## config.mk

```make
export PLATFORM = sky130hd
export DESIGN_NAME = uart_rx_fifo
export DESIGN_NICKNAME = d
export VERILOG_FILES = /design/src/rtl/uart_pkg.sv /design/src/rtl/uart_rx_fifo_mem.sv /design/src/rtl/uart_rx_fifo.sv
export SDC_FILE = /design/constraint.sdc
export NUM_CORES = 1
export LEC_CHECK = 0
export ABC_AREA = 1
export ABC_CLOCK_PERIOD_IN_PS = 5100
export CORE_ASPECT_RATIO = 0.75
export CORE_MARGIN = 2
export CORE_UTILIZATION = 40
export CTS_CLUSTER_DIAMETER = 60
export DETAILED_ROUTE_END_ITERATION = 16
export PLACE_DENSITY = 0.67
export SETUP_SLACK_MARGIN = 0.05
export SLEW_MARGIN = 20
export SYNTH_ARGS = -nofsm -noshare
export SYNTH_HDL_FRONTEND = slang
export SYNTH_SLANG_ARGS = --single-unit
export TNS_END_PERCENT = 10
```

## constraint.sdc

```tcl
create_clock -name clock -period 5.1 [get_ports clock]
set_clock_uncertainty 0.15 [all_clocks]
set_input_delay 0.51 -clock clock [delete_from_list [all_inputs] [get_ports clock]]
set_output_delay 0.51 -clock clock [all_outputs]
set_load 0.01 [all_outputs]
```

## src/rtl/uart_pkg.sv

```systemverilog
// Shared types and defaults for the UART receive path.
// Latency: none; declarations only.
// Backpressure: not applicable.
package uart_pkg;

    localparam int ENTRY_W    = 10;
    localparam int DEF_DEPTH  = 8;
    localparam int DEF_THRESH = 4;

    // One received frame as it sits in the Rx FIFO.
    typedef struct packed {
        logic       frm_err;
        logic       par_err;
        logic [7:0] data;
    } rx_entry;

endpackage

```

## src/rtl/uart_rx_fifo_mem.sv

```systemverilog
// Frame storage for the Rx FIFO: DEPTH x rx_entry array.
// Latency: write lands on the clock edge; read is combinational from raddr.
// Backpressure: none; the caller only asserts we when a slot is free.
module uart_rx_fifo_mem
    import uart_pkg::*;
#(
    parameter int DEPTH = DEF_DEPTH,
    parameter int AW    = $clog2(DEPTH)
) (
    input  logic          clock,
    input  logic          we,
    input  logic [AW-1:0] waddr,
    input  rx_entry       wdata,
    input  logic [AW-1:0] raddr,
    output rx_entry       rdata
);

    rx_entry mem [DEPTH];

    // Store the incoming frame; contents need no reset since count gates visibility.
    always_ff @(posedge clock) begin
        if (we) begin
            mem[waddr] <= wdata;
        end
    end

    assign rdata = mem[raddr];

endmodule

```

## src/rtl/uart_rx_fifo.sv

```systemverilog
// Rx frame FIFO, first-word-fall-through, with overrun/threshold/parity-error status.
// Latency: a frame pushed into an empty FIFO is visible on rd_* right after that edge.
// Backpressure: rd_ready stalls the head; writes while full (no pop) are dropped and flag overrun.
module uart_rx_fifo
    import uart_pkg::*;
#(
    parameter int DEPTH  = DEF_DEPTH,
    parameter int THRESH = DEF_THRESH
) (
    input  logic                     clock,
    input  logic                     reset,
    input  logic                     wr_en,
    input  logic [7:0]               wr_data,
    input  logic                     wr_par_err,
    input  logic                     wr_frm_err,
    output logic                     rd_valid,
    input  logic                     rd_ready,
    output logic [7:0]               rd_data,
    output logic                     rd_par_err,
    output logic                     rd_frm_err,
    input  logic                     flush,
    input  logic                     overrun_clr,
    output logic [$clog2(DEPTH):0]   count,
    output logic                     full,
    output logic                     empty,
    output logic                     overrun,
    output logic                     thresh_irq,
    output logic [7:0]               par_err_cnt
);

    localparam int AW = $clog2(DEPTH);
    localparam int CW = AW + 1;

    logic [AW-1:0] wr_ptr;
    logic [AW-1:0] rd_ptr;
    logic          pop_req;
    logic          push_req;
    logic          do_push;
    logic          do_pop;
    logic          drop;
    rx_entry       wr_entry;
    rx_entry       head;

    // Status is decoded straight from the registered count.
    assign empty      = (count == '0);
    assign full       = (count == CW'(DEPTH));
    assign rd_valid   = ~empty;
    assign thresh_irq = (count >= CW'(THRESH));

    // A pop frees a slot on the same edge, so a write into a full FIFO is still taken then.
    assign pop_req  = rd_valid & rd_ready;
    assign push_req = wr_en & (~full | pop_req);
    // Flush wins over both directions; a frame arriving with flush is ignored, not counted as a drop.
    assign do_pop   = pop_req & ~flush;
    assign do_push  = push_req & ~flush;
    assign drop     = wr_en & full & ~pop_req & ~flush;

    assign wr_entry = '{frm_err: wr_frm_err, par_err: wr_par_err, data: wr_data};

    uart_rx_fifo_mem #(
        .DEPTH (DEPTH),
        .AW    (AW)
    ) u_mem (
        .clock (clock),
        .we    (do_push),
        .waddr (wr_ptr),
        .wdata (wr_entry),
        .raddr (rd_ptr),
        .rdata (head)
    );

    assign rd_data    = head.data;
    assign rd_par_err = head.par_err;
    assign rd_frm_err = head.frm_err;

    // Pointers and occupancy; pointers wrap naturally since DEPTH is a power of two.
    always_ff @(posedge clock or posedge reset) begin
        if (reset) begin
            wr_ptr <= '0;
            rd_ptr <= '0;
            count  <= '0;
        end else if (flush) begin
            wr_ptr <= '0;
            rd_ptr <= '0;
            count  <= '0;
        end else begin
            if (do_push) begin
                wr_ptr <= wr_ptr + 1'b1;
            end
            if (do_pop) begin
                rd_ptr <= rd_ptr + 1'b1;
            end
            case ({do_push, do_pop})
                2'b10:   count <= count + 1'b1;
                2'b01:   count <= count - 1'b1;
                default: count <= count;
            endcase
        end
    end

    // Sticky overrun; a drop on the same edge as a clear keeps it set.
    always_ff @(posedge clock or posedge reset) begin
        if (reset) begin
            overrun <= 1'b0;
        end else if (drop) begin
            overrun <= 1'b1;
        end else if (overrun_clr) begin
            overrun <= 1'b0;
        end
    end

    // Saturating count of accepted frames that carried a parity error.
    always_ff @(posedge clock or posedge reset) begin
        if (reset) begin
            par_err_cnt <= '0;
        end else if (do_push && wr_par_err && (par_err_cnt != 8'hFF)) begin
            par_err_cnt <= par_err_cnt + 1'b1;
        end
    end

endmodule

```

Word-level counts from Yosys, hierarchy flattened
Memories as Yosys holds them, arrays and structs flattened.
Cells that the tools add are included.

cells by class
  add/subtract/negate cells = 5
  reduce and logical (&&, ||, !) cells = 7
  mux-type cells = 10
  bitwise logic cells = 12
  equal/unequal tests = 4
  $lt $le $gt $ge = 1

operator list
  cell                 count
  $mux 3               4
  $add 8x1->8 const B  1
  $ne 8x8->1 const B   1
  $pmux 4 s2           1
  $and 1x1->1          7
  $add 3x1->3 const B  2
  $reduce_bool 2->1    3
  $add 4x1->4 const B  1
  $eq 4x4->1 const B   1
  $ge 4x3->1 const B   1
  $logic_not 4->1      1
  $mux 1               4
  $mux 4               1
  $not 1->1            4
  $sub 4x1->4 const B  1
  $reduce_bool 3->1    1
  $eq 2x1->1 const B   1
  $eq 2x2->1 const B   1
  $logic_and 1x1->1    2
  $or 1x1->1           1

storage, ports and cells
  memories kept = 1
  memory bits (writable) = 80
  register bits after elaboration = 19
  logic and storage cells = 45
  input port bits = 16

memories
  memory     depth  width  read ports  clocked after Yosys merged registers in  write ports  RTL line                text
  u_mem.mem  8      10     1           0                                        1            uart_rx_fifo_mem.sv:18  rx_entry mem [DEPTH];

Longest topological paths before layout
Gate-level depths: netlist of the first run.

  word-level depth = 9
  depth in mapped cells = 14
  gate-level depth less buffers = 14

Cells and area by module
Synthesis of the first run repeated with hierarchy kept, for this count alone.

second synthesis, totals
  cells, all modules = 502
  area, all modules = 4,833.4 µm²

by module, submodules not included
  module            area an instance (µm²)  times used  cells each  sequential area each (µm²)
  uart_rx_fifo_mem  3,613.5                 1           364         2,402.3
  uart_rx_fifo      1,219.9                 1           138         475.5

Worst setup path after synthesis of the first run
Ideal clock, no wire load.

  kind = flip-flop to flip-flop
  start point = register count[1]
  end point = register count[3]
  stages on the path, launching flop included = 14
  clock period less this slack = 2.034 ns
  path slack = 3.066 ns
  arrival = 1.767 ns
  library setup time = 0.117 ns
  path buffers = 0
  path through = dfrtp_1 -> nor2_2 -> nand2_2 -> nand2_1 -> nor2_4 -> nand2_1 -> inv_1 -> ha_1 -> nand2_1 -> nand3b_1 -> nand2_1 -> nand2_1 -> nand3_1 -> nand2_1

on the way
  cells in the longest elaborated chain, start to end = 9
  elaborated cells between the ends (all ways) = 16

ends and longest elaborated chain
  element                                          RTL line            text
  from (decl)                                      uart_rx_fifo.sv:23  output logic [$clog2(DEPTH):0] count,
  from (signal assigned)                           uart_rx_fifo.sv:94  2'b10: count <= count + 1'b1;
  from (signal assigned)                           uart_rx_fifo.sv:95  2'b01: count <= count - 1'b1;
  from (signal assigned)                           uart_rx_fifo.sv:96  default: count <= count;
  $logic_not 4->1 (*)                              uart_rx_fifo.sv:45  assign empty = (count == '0);
  $not 1->1 (*)                                    uart_rx_fifo.sv:47  assign rd_valid = ~empty;
  named net rd_valid                               uart_rx_fifo.sv:16  output logic rd_valid,
  $and 1x1->1 (*)                                  uart_rx_fifo.sv:51  assign pop_req = rd_valid & rd_ready;
  $or 1x1->1                                       uart_rx_fifo.sv:52  assign push_req = wr_en & (~full | pop_req);
  $and 1x1->1                                      uart_rx_fifo.sv:52
  $and 1x1->1                                      uart_rx_fifo.sv:55  assign do_push = push_req & ~flush;
  $eq 2x1->1 / $eq 2x2->1 (equally long branches)  uart_rx_fifo.sv:93  case ({do_push, do_pop})
  $pmux 4 s2                                       uart_rx_fifo.sv:93
  $mux 4                                           uart_rx_fifo.sv:82  end else if (flush) begin

Mark *: on every way through the listed nets, which the timed path passes. The rest lies on a longest branch.
A chain may end at the register's enable or synchronous reset.

Worst setup path after layout of the first run
  start point = register rd_ptr[0]
  end point = output port rd_data[7]

on the way
  cells in the longest elaborated chain, start to end = 1

ends and longest elaborated chain
  element                 RTL line            text
  from (decl)             uart_rx_fifo.sv:35  logic [AW-1:0] rd_ptr;
  from (signal assigned)  uart_rx_fifo.sv:91  rd_ptr <= rd_ptr + 1'b1;
  $mem_v2 8x10            --
  to (decl)               uart_rx_fifo.sv:18  output logic [7:0] rd_data,

No other way between the ends.

==> run_results.csv, run 1 <==
group,metric,value,unit
status,status,"complete, no violations",
synth,netlist_instances,378,
global_routing,overflow,0,
power_and_ir_drop,pwr-share-comb,29.3,%
routing,firstDrtPassIters,4,
synth,synth_edf_count,80,
critical_path,worstRegToRegCells,6,
synth,synthArstFlopShare,19.2,%
floorplanning,core-area,10200,sq um
power_and_ir_drop,vdd_drop_max,328,uV
critical_path,cp_max_fo,42,
power_and_ir_drop,pwr-share-seq,40.9,%
cts,postCtsResizedCells,0,
power_and_ir_drop,p_sw,737,uW
critical_path,rrSetupSlack,2.72,ns
cts,clk_path_buf_depth,2,
critical_path,cp.required,4.44,ns
layout,drive_above_1_share,6.15,%
power_and_ir_drop,p_clk_share,29.8,%
power_and_ir_drop,powerDensity,476,nW/um^2
placed_design,dp.cells,543,
synth,ys_seq_elements,99,
timing,min_period_over_period,77.6,%
placed_design,io_buffer_count,42,
timing,slew_viol_final,0,
routing,vias,2858,
power_and_ir_drop,power.internal,1.68,mW
timing,worstMarginPinSlew,1.11,ns
routing,drc,0,
global_routing,antenna_found_initial,0,
timing,slew_headroom,25.9,%
synth,ys.flop_type,"edfxtp_1",
placed_design,hpwl,5630,um
min_path,min_to,"overrun",
critical_path,end_kind,"primary output",
floorplanning,rows,32,
routing,ant_nets,0,
min_path,hold_class,"reg2reg",
synth,ys_seq_area_share,68.6,%
power_and_ir_drop,switching_share,30.5,%
timing,rsz0062_at_grt,"false",
placed_design,gp_congestion,0.811,
timing,setup_violations,0,
floorplanning,start_util,40.9,%
min_path,min_from,"overrun",
cts,cts_tree,"built",
timing,clock.fmax,0.253,GHz
routing,wl_per_cell,16.0,um
synth,synthDistinctLibCells,28,
critical_path,crit_type,"reg2out",
critical_path,critPathLaunchType,"flop",
timing,hold_viol,0,
synth,syn_area,4200,sq um
cts,cts_hold_buf,0,
timing,setup_ws,1.14,ns
layout,final_cells,559,
power_and_ir_drop,leakage,1.89,nW
floorplanning,fp.dieW,122,um
placed_design,pre_cts_slack,1.78,ns
routing,wl,8960,um
global_routing,grt_first_pass_wirelength,14200,um
synth,avgSynthCellArea,11.1,sq um
layout,final_nets,439,
cts,clock_sinks,99,
cts,root_buffer,"clkbuf_16",
cts,clk_pin_slew,0.06,ns
cts,cts_buffers,9,
cts,postCtsSetupBuffers,0,
routing,via_per_inst,5.11,
layout,final_cell_mix,"nor2_1, edfxtp_1, nand2_1",
global_routing,grt.total_usage,16.9,%
cts,htree_levels,3,
critical_path,arrival,3.30,ns
floorplanning,boundaryPins,43,
synth,ys_warn_count,0,
layout,antenna_cells,0,
cts,clk_latency,0.34,ns
critical_path,timing.rr.end,"u_mem.mem[4][0]",
timing,finalSetupTns,0,ns
global_routing,grt_max_degree,43,
synth,synth_nets,399,
global_routing,grt_pass1_vias,2831,
layout,fill_cells,917,
routing,drt-initial-drc-count,169,
timing,fin_crit,3.96,ns
floorplanning,die_h,92.7,um
layout,syn_to_final_growth,20.8,%
critical_path,worstReg2RegStart,"count[0]",
min_path,hold_depth,2,
floorplanning,dieArea,11300,sq um
run,drv_cap,0,
cell families after synthesis:
group / Yosys count / share of synthesized area, %
simple gates: 148 / 14.6
buf+inv: 45 / 4.03
compound gates: 72 / 9.42
fa+ha+maj: 5 / 1.49
xor+xnor: 9 / 1.88
flops: 99 / 68.6
power by group through the flow:
| stage | Sequential [mW] | Clock (mW) | Combinational, mW |
|---|---|---|---|
| 6_report | 0.987 | 0.720 | 0.707 |
| 5_1_grt | 0.997 | 0.762 | 0.781 |
| 4_1_cts | 0.988 | 0.734 | 0.711 |
| 3_5_place_dp | 1.00 | 0 | 0.704 |
| 3_3_place_gp | 1.00 | 0 | 0.683 |
| 2_1_floorplan | 1.00 | 0 | 0.390 |
state kept, by name (all words and copies together) (netlist names):
signal       flops
u_mem.mem       80
par_err_cnt      8
count            4
rd_ptr           3
wr_ptr           3
overrun          1
metal layers:
metal / global-route usage [%] / share of wire, %
met1: 23.0 / 47
met2: 25.5 / 47
met3: 4.62 / 4.2
met4: 7.09 / 1.6
met5: 0 / 0
critical path, stage by stage (launching register included):
cell             delay (ns)
dfrtp_1                0.33
buf_4                  0.35
clkinv_1               0.87
o21ai_0                0.54
o22ai_1                0.13
nor2_1                 0.11
a31oi_1                0.06
clkdlybuf4s50_1        0.53
Yosys cell counts, drive strengths merged (2+ instances only):
| cell type | instances | area share (%) |
|---|---|---|
| nor2 | 86 | 7.9 |
| edfxtp | 80 | 57 |
| nand2 | 49 | 4.5 |
| o21ai | 49 | 5.9 |
| inv | 31 | 2.8 |
| dfrtp | 19 | 11 |
| clkbuf | 13 | 1.2 |
| a31oi | 10 | 1.5 |
| o22ai | 10 | 1.5 |
| nand3 | 6 | 0.83 |
| ha | 5 | 1.5 |
| xor2 | 5 | 1.0 |
| xnor2 | 4 | 0.83 |
| nand3b | 2 | 0.36 |
| nand4 | 2 | 0.30 |
| nor3 | 2 | 0.51 |
metrics by stage:
stage	area, sq um	hold slack (ns)	util [%]	total power, mW
floorplan	4200	0.311	-	1.39
global placement	4740	0.359	46.3	1.69
detailed placement	4740	0.370	46.3	1.71
CTS	5060	0.385	49.4	2.43
global route	5070	0.405	49.5	2.54
finish	5070	0.379	49.5	2.41
final cells by class:
| cell class | instances | area [sq um] | area share [%] |
|---|---|---|---|
| Clock buffer | 11 | 233 | 4.59 |
| Clock inverter | 5 | 85.1 | 1.68 |
| Inverter | 31 | 116 | 2.30 |
| Multi-Input combinational cell | 234 | 1160 | 22.9 |
| Sequential cell | 99 | 2880 | 56.8 |
| Tap cell | 136 | 170 | 3.36 |
| Timing Repair Buffer | 43 | 428 | 8.44 |
worst max path at each step:
stage,cells after the start,slack [ns],end,startpoint
floorplan,13,3.07,count[3],count[1]
global placement,7,1.86,rd_data[0],rd_ptr[0]
detailed placement,7,1.78,rd_data[7],rd_ptr[0]
CTS,7,1.38,rd_data[3],rd_ptr[0]
global route,7,0.82,rd_data[0],rd_ptr[0]
finish,7,1.14,rd_data[7],rd_ptr[0]
(Power assumes the default switching activity.)
==> run 2, diff against run 1 <==
--- a/config.mk
+++ b/config.mk
@@ -6,13 +6,13 @@
 export NUM_CORES = 1
 export LEC_CHECK = 0
 export ABC_AREA = 1
-export ABC_CLOCK_PERIOD_IN_PS = 5100
+export ABC_CLOCK_PERIOD_IN_PS = 3550
 export CORE_ASPECT_RATIO = 0.75
 export CORE_MARGIN = 2
 export CORE_UTILIZATION = 40
 export CTS_CLUSTER_DIAMETER = 60
 export DETAILED_ROUTE_END_ITERATION = 16
-export PLACE_DENSITY = 0.67
+export PLACE_DENSITY = 0.69
 export SETUP_SLACK_MARGIN = 0.05
 export SLEW_MARGIN = 20
 export SYNTH_ARGS = -nofsm -noshare
==> constraint.sdc (replaced) <==
create_clock -name clock -period 3.55 [get_ports clock]
set_clock_uncertainty 0.15 [all_clocks]
set_input_delay 0.355 -clock clock [delete_from_list [all_inputs] [get_ports clock]]
set_output_delay 0.355 -clock clock [all_outputs]
set_load 0.01 [all_outputs]
==> run 2 against run 1 <==
  * Non-clock buffer count rose by 10
  * Combinational power rose by 49%
  * Flip-flop and latch count did not move
  * Highest routed layer unchanged
==> run_results.csv, run 2 (same netlist as run 1, synthesis figures left out) <==
group,metric,value,unit
power_and_ir_drop,vdd_drop_max,299,uV
critical_path,cp.required,3.04,ns
layout,final_cell_mix,"nor2_1, edfxtp_1, nand2_1",
cts,cts_tree,"built",
global_routing,overflow,0,
critical_path,arrival,2.42,ns
min_path,hold_class,"in2async",
global_routing,grt_max_degree,43,
floorplanning,dieArea,11300,sq um
timing,finalSetupTns,0,ns
placed_design,hpwl,5790,um
layout,largest_reg_flops,80,
critical_path,end_kind,"primary output",
floorplanning,core-area,10200,sq um
timing,rsz0062_at_grt,"false",
power_and_ir_drop,p_sw,1.05,mW
layout,antenna_cells,0,
cts,clock_sinks,99,
power_and_ir_drop,leakage,1.95,nW
placed_design,gp_congestion,0.861,
cts,postCtsResizedCells,0,
global_routing,grt.total_usage,17.2,%
layout,fill_cells,937,
timing,worstMarginPinSlew,0.853,ns
layout,reg_top3,"u_mem.mem (80), par_err_cnt (8), count (4)",
critical_path,critPathLaunchType,"flop",
power_and_ir_drop,pwr-share-comb,30.3,%
global_routing,antenna_found_initial,0,
power_and_ir_drop,switching_share,30.3,%
placed_design,pre_cts_slack,0.903,ns
floorplanning,rows,32,
cts,cts_hold_buf,0,
layout,seqCellArea,2880,sq um
cts,postCtsSetupBuffers,0,
routing,drc,0,
floorplanning,boundaryPins,43,
timing,clock.fmax,0.342,GHz
cts,cts_buffers,9,
routing,vias,2879,
power_and_ir_drop,p_clk_share,29.1,%
routing,ant_nets,0,
layout,largest-register,"u_mem.mem",
critical_path,critical-path-slowest-cell,"clkdlybuf4s50_1",
timing,slew_headroom,42.9,%
run,drv_cap,0,
floorplanning,fp.dieW,122,um
critical_path,crit_family,"buffers and inverters",
power_and_ir_drop,pwr-share-seq,40.6,%
timing,hold_viol,0,
timing,slew_viol_final,0,
routing,wl_per_cell,15.9,um
floorplanning,start_util,40.9,%
timing,fin_crit,2.92,ns
floorplanning,die_h,92.7,um
cts,clk_latency,0.34,ns
cts,clk_path_buf_depth,2,
critical_path,path_depth,6,
critical_path,cp_max_fo,18,
critical_path,crit_chain,"inv_1, o21ai_0, o22ai_1, nor2_1, a31oi_1, clkdlybuf4s50_1",
layout,drive_above_1_share,6.93,%
timing,setup_violations,0,
cts,clk_pin_slew,0.06,ns
power_and_ir_drop,powerDensity,676,nW/um^2
critical_path,crit_type,"reg2out",
global_routing,grt_first_pass_wirelength,14400,um
cts,htree_levels,3,
layout,final_common_cell,"nor2_1",
routing,via_per_inst,5.06,
layout,multi_input_area,1150,sq um
critical_path,worstRegToRegCells,13,
layout,syn_to_final_growth,22.2,%
power_and_ir_drop,power,3.47,mW
critical_path,slowest_delay,0.59,ns
layout,fin_area,5120,sq um
routing,firstDrtPassIters,5,
global_routing,grt_pass1_vias,2692,
power_and_ir_drop,power.internal,2.42,mW
cts,root_buffer,"clkbuf_16",
routing,drt-initial-drc-count,207,
routing,wl,9020,um
status,status,"complete, no violations",
critical_path,worst-path-buf-inv,2,
placed_design,io_buffer_count,42,
timing,setup_ws,0.626,ns
placed_design,post_dp_cell_area,4820,sq um
timing,min_period_over_period,82.4,%
layout,final_nets,449,
-- run 2: cell count changes in the layout (fill, tap and decap cells not counted), sizes merged --
cell,delta
clkinvlp,-1
inv,+1
buf,+10
-- run 2: per-layer routing --
layer / part of all wire, % / track usage, % / vias to the layer above
met5: 0 / 0 / -
met4: 1.0 / 5.94 / 0
met3: 6.7 / 5.42 / 8
met2: 46 / 23.7 / 96
met1: 46 / 25.6 / 1373
li1: - / - / 1402
-- run 2: power groups by stage --
| stage | logic, mW | clock network (mW) | registers, mW |
|---|---|---|---|
| after global routing | 1.16 | 1.08 | 1.42 |
| after CTS | 1.06 | 1.03 | 1.41 |
| after floorplan | 0.561 | 0 | 1.44 |
| final | 1.05 | 1.01 | 1.41 |
| after detailed placement | 1.05 | 0 | 1.43 |
| after global placement | 1.04 | 0 | 1.43 |
-- run 2: worst register-to-register path: cells and delay by family (launching register included) --
kind	cells	cell delay [ns]
adders and majority gates	1	0.33
buffers and inverters	1	0.07
DFF	1	0.45
and+or+nand+nor	11	1.13
-- run 2: layout make-up --
class / count / area share (%)
multi-input cells: 234 / 22.4
clock buffers: 11 / 4.54
inverters: 31 / 2.27
clock inverters: 5 / 1.49
flip-flops and latches: 99 / 56.2
well taps: 136 / 3.32
repair buffers: 53 / 9.81
-- run 2: worst paths after layout --
kind	endpoint	slack [ns]	startpoint
min in group clock	par_err_cnt[0]	0.38	par_err_cnt[0]
setup / recovery	rd_data[4]	0.63	rd_ptr[1]
hold / removal	par_err_cnt[1]	0.29	reset
hold reg to reg	par_err_cnt[0]	0.38	par_err_cnt[0]
setup reg to reg	count[3]	1.33	count[1]
max in group asynchronous	rd_ptr[1]	2.49	reset
-- run 2: through the flow --
stage	hold slack, ns	std cells	util [%]
6_report	0.288	569	50.0
5_1_grt	0.344	569	50.0
4_1_cts	0.320	569	50.0
3_5_place_dp	0.377	553	47.0
3_3_place_gp	0.361	553	47.0
2_1_floorplan	0.156	378	-
==> run 3, diff against run 2 <==
--- a/config.mk
+++ b/config.mk
@@ -6,13 +6,13 @@
 export NUM_CORES = 1
 export LEC_CHECK = 0
 export ABC_AREA = 1
-export ABC_CLOCK_PERIOD_IN_PS = 3550
+export ABC_CLOCK_PERIOD_IN_PS = 2800
 export CORE_ASPECT_RATIO = 0.75
 export CORE_MARGIN = 2
 export CORE_UTILIZATION = 40
 export CTS_CLUSTER_DIAMETER = 60
 export DETAILED_ROUTE_END_ITERATION = 16
-export PLACE_DENSITY = 0.69
+export PLACE_DENSITY = 0.67
 export SETUP_SLACK_MARGIN = 0.05
 export SLEW_MARGIN = 20
 export SYNTH_ARGS = -nofsm -noshare
==> constraint.sdc (replaced) <==
create_clock -name clock -period 2.8 [get_ports clock]
set_clock_uncertainty 0.15 [all_clocks]
set_input_delay 0.28 -clock clock [delete_from_list [all_inputs] [get_ports clock]]
set_output_delay 0.28 -clock clock [all_outputs]
set_load 0.01 [all_outputs]
==> run 3 against run 2 <==
  * Sequential share of layout area shrank 0.58 points
  * Flip-flop and latch count is the same
  * Largest cell class unchanged
  * Combinational power grew 29%
  * Critical endpoint is now rd_data[7]
  * Critical path type unchanged
  * Register-to-register slack lost 0.71 ns
  * Largest power group unchanged
  * Core utilization grew 0.52 points
  * Sequential power grew 27%
  * Highest routed layer unchanged
  * Count of clock-buffer cells in the layout shrank 2
==> run_results.csv, run 3 (same netlist as run 1, synthesis figures left out) <==
group,metric,value,unit
floorplanning,rows,32,
cts,clk_latency,0.34,ns
critical_path,arrival,2.20,ns
global_routing,grt_first_pass_wirelength,14800,um
cts,clk_path_buf_depth,2,
placed_design,pre_cts_slack,0.426,ns
critical_path,end_kind,"primary output",
layout,largest_reg_flops,80,
cts,root_buffer,"clkbuf_16",
cts,cts_buffers,9,
min_path,hold_class,"in2async",
floorplanning,core-area,10200,sq um
timing,slew_headroom,47.0,%
timing,rsz0062_at_grt,"false",
cts,htree_levels,3,
floorplanning,boundaryPins,43,
timing,slew_viol_final,0,
floorplanning,fp.dieW,122,um
routing,vias,2906,
placed_design,io_buffer_count,42,
critical_path,cp_max_fo,25,
routing,ant_nets,0,
layout,final_cell_mix,"nor2_1, edfxtp_1, nand2_1",
timing,fin_crit,2.63,ns
run,drv_cap,0,
layout,syn_to_final_growth,23.4,%
timing,setup_violations,0,
cts,clock_sinks,99,
critical_path,crit_type,"reg2out",
critical_path,timing.rr.end,"count[3]",
critical_path,critPathLaunchType,"flop",
global_routing,grt_max_degree,27,
layout,final_nets,454,
placed_design,hpwl,5910,um
layout,drive_above_1_share,8.45,%
critical_path,critical-path-slowest-cell,"clkdlybuf4s50_1",
global_routing,antenna_found_initial,0,
timing,finalSetupTns,0,ns
power_and_ir_drop,leakage,1.98,nW
cts,postCtsSetupBuffers,0,
timing,min_period_over_period,94.0,%
layout,largest-register,"u_mem.mem",
timing,worstMarginPinSlew,0.794,ns
critical_path,crit_chain,"buf_4, o21ai_0, o22ai_1, nor2_1, a31oi_1, clkdlybuf4s50_1",
power_and_ir_drop,powerDensity,861,nW/um^2
status,status,"complete, no violations",
routing,drc,0,
cts,clk_pin_slew,0.07,ns
layout,antenna_cells,0,
critical_path,slowest_delay,0.59,ns
critical_path,worstSetupStartpoint,"rd_ptr[0]",
global_routing,grt.total_usage,17.8,%
critical_path,worstRegToRegCells,14,
timing,clock.fmax,0.380,GHz
critical_path,cp.required,2.37,ns
layout,reg_top3,"u_mem.mem (80), par_err_cnt (8), count (4)",
floorplanning,die_h,92.7,um
global_routing,grt_pass1_vias,2776,
critical_path,worstReg2RegStart,"count[1]",
routing,drt-initial-drc-count,198,
layout,final_common_cell,"nor2_1",
power_and_ir_drop,vdd_drop_max,410,uV
floorplanning,dieArea,11300,sq um
global_routing,overflow,0,
critical_path,rrSetupSlack,0.62,ns
floorplanning,start_util,40.9,%
routing,firstDrtPassIters,4,
routing,wl,9370,um
timing,setup_ws,0.169,ns
routing,wl_per_cell,16.3,um
cts,cts_tree,"built",
placed_design,gp_congestion,0.842,
routing,via_per_inst,5.06,
timing,hold_viol,0,
[run 3: stage by stage]
step	instance area, sq um	std cells	hold WS, ns	power, mW	utilization, %
detailed placement	4850	558	0.372	3.16	47.4
floorplan	4200	378	0.0811	2.54	-
finish	5180	574	0.231	4.46	50.5
global route	5180	574	0.280	4.72	50.5
global placement	4850	558	0.358	3.13	47.4
CTS	5170	574	0.260	4.49	50.5
[run 3: worst max-delay path by stage]
| stage | endpoint | slack [ns] | cells past startpoint |
|---|---|---|---|
| after detailed placement | count[3] | 0.43 | 12 |
| final | rd_data[7] | 0.17 | 6 |
| after global routing | rd_data[0] | 0.06 | 6 |
| after floorplan | count[3] | 0.77 | 13 |
| after CTS | rd_data[7] | 0.16 | 7 |
| after global placement | count[3] | 0.50 | 12 |
[run 3: layout make-up]
class | instances | area (sq um)
Clock buffer | 9 | 225
Multi-Input combinational cell | 234 | 1150
Tap cell | 136 | 170
Fill cell | 934 | 5070
Sequential cell | 99 | 2880
Timing Repair Buffer | 58 | 544
Inverter | 31 | 116
Clock inverter | 7 | 96.3
[run 3: routing by layer]
layer | vias up | wire (um) | share of wire, % | track usage, %
li1 | 1413 | - | - | -
met1 | 1396 | 4420 | 47 | 25.6
met2 | 89 | 4350 | 46 | 26.5
met3 | 8 | 504 | 5.4 | 4.68
met4 | 0 | 99 | 1.1 | 5.65
met5 | - | 0 | 0 | 0
[run 3: report_power, final]
group / internal [mW] / leakage [nW] / total [mW] / switching (mW)
sequential: 1.69 / 0.969 / 1.79 / 0.0985
combinational: 0.618 / 0.852 / 1.35 / 0.728
clock: 0.789 / 0.157 / 1.32 / 0.534
[run 3: timing repair]
item / CTS / global route
hold endpoints to repair: 0 / 0
setup endpoints to repair: 0 / 1
gates resized for setup: 0 / 1
hold buffers: 0 / 0
[run 3: critical path, delay by kind of cell, from the launching register on]
family / cells / cell delay (ns)
buf+inv: 2 / 0.86
compound gates: 3 / 0.56
flops: 1 / 0.38
simple gates: 1 / 0.06
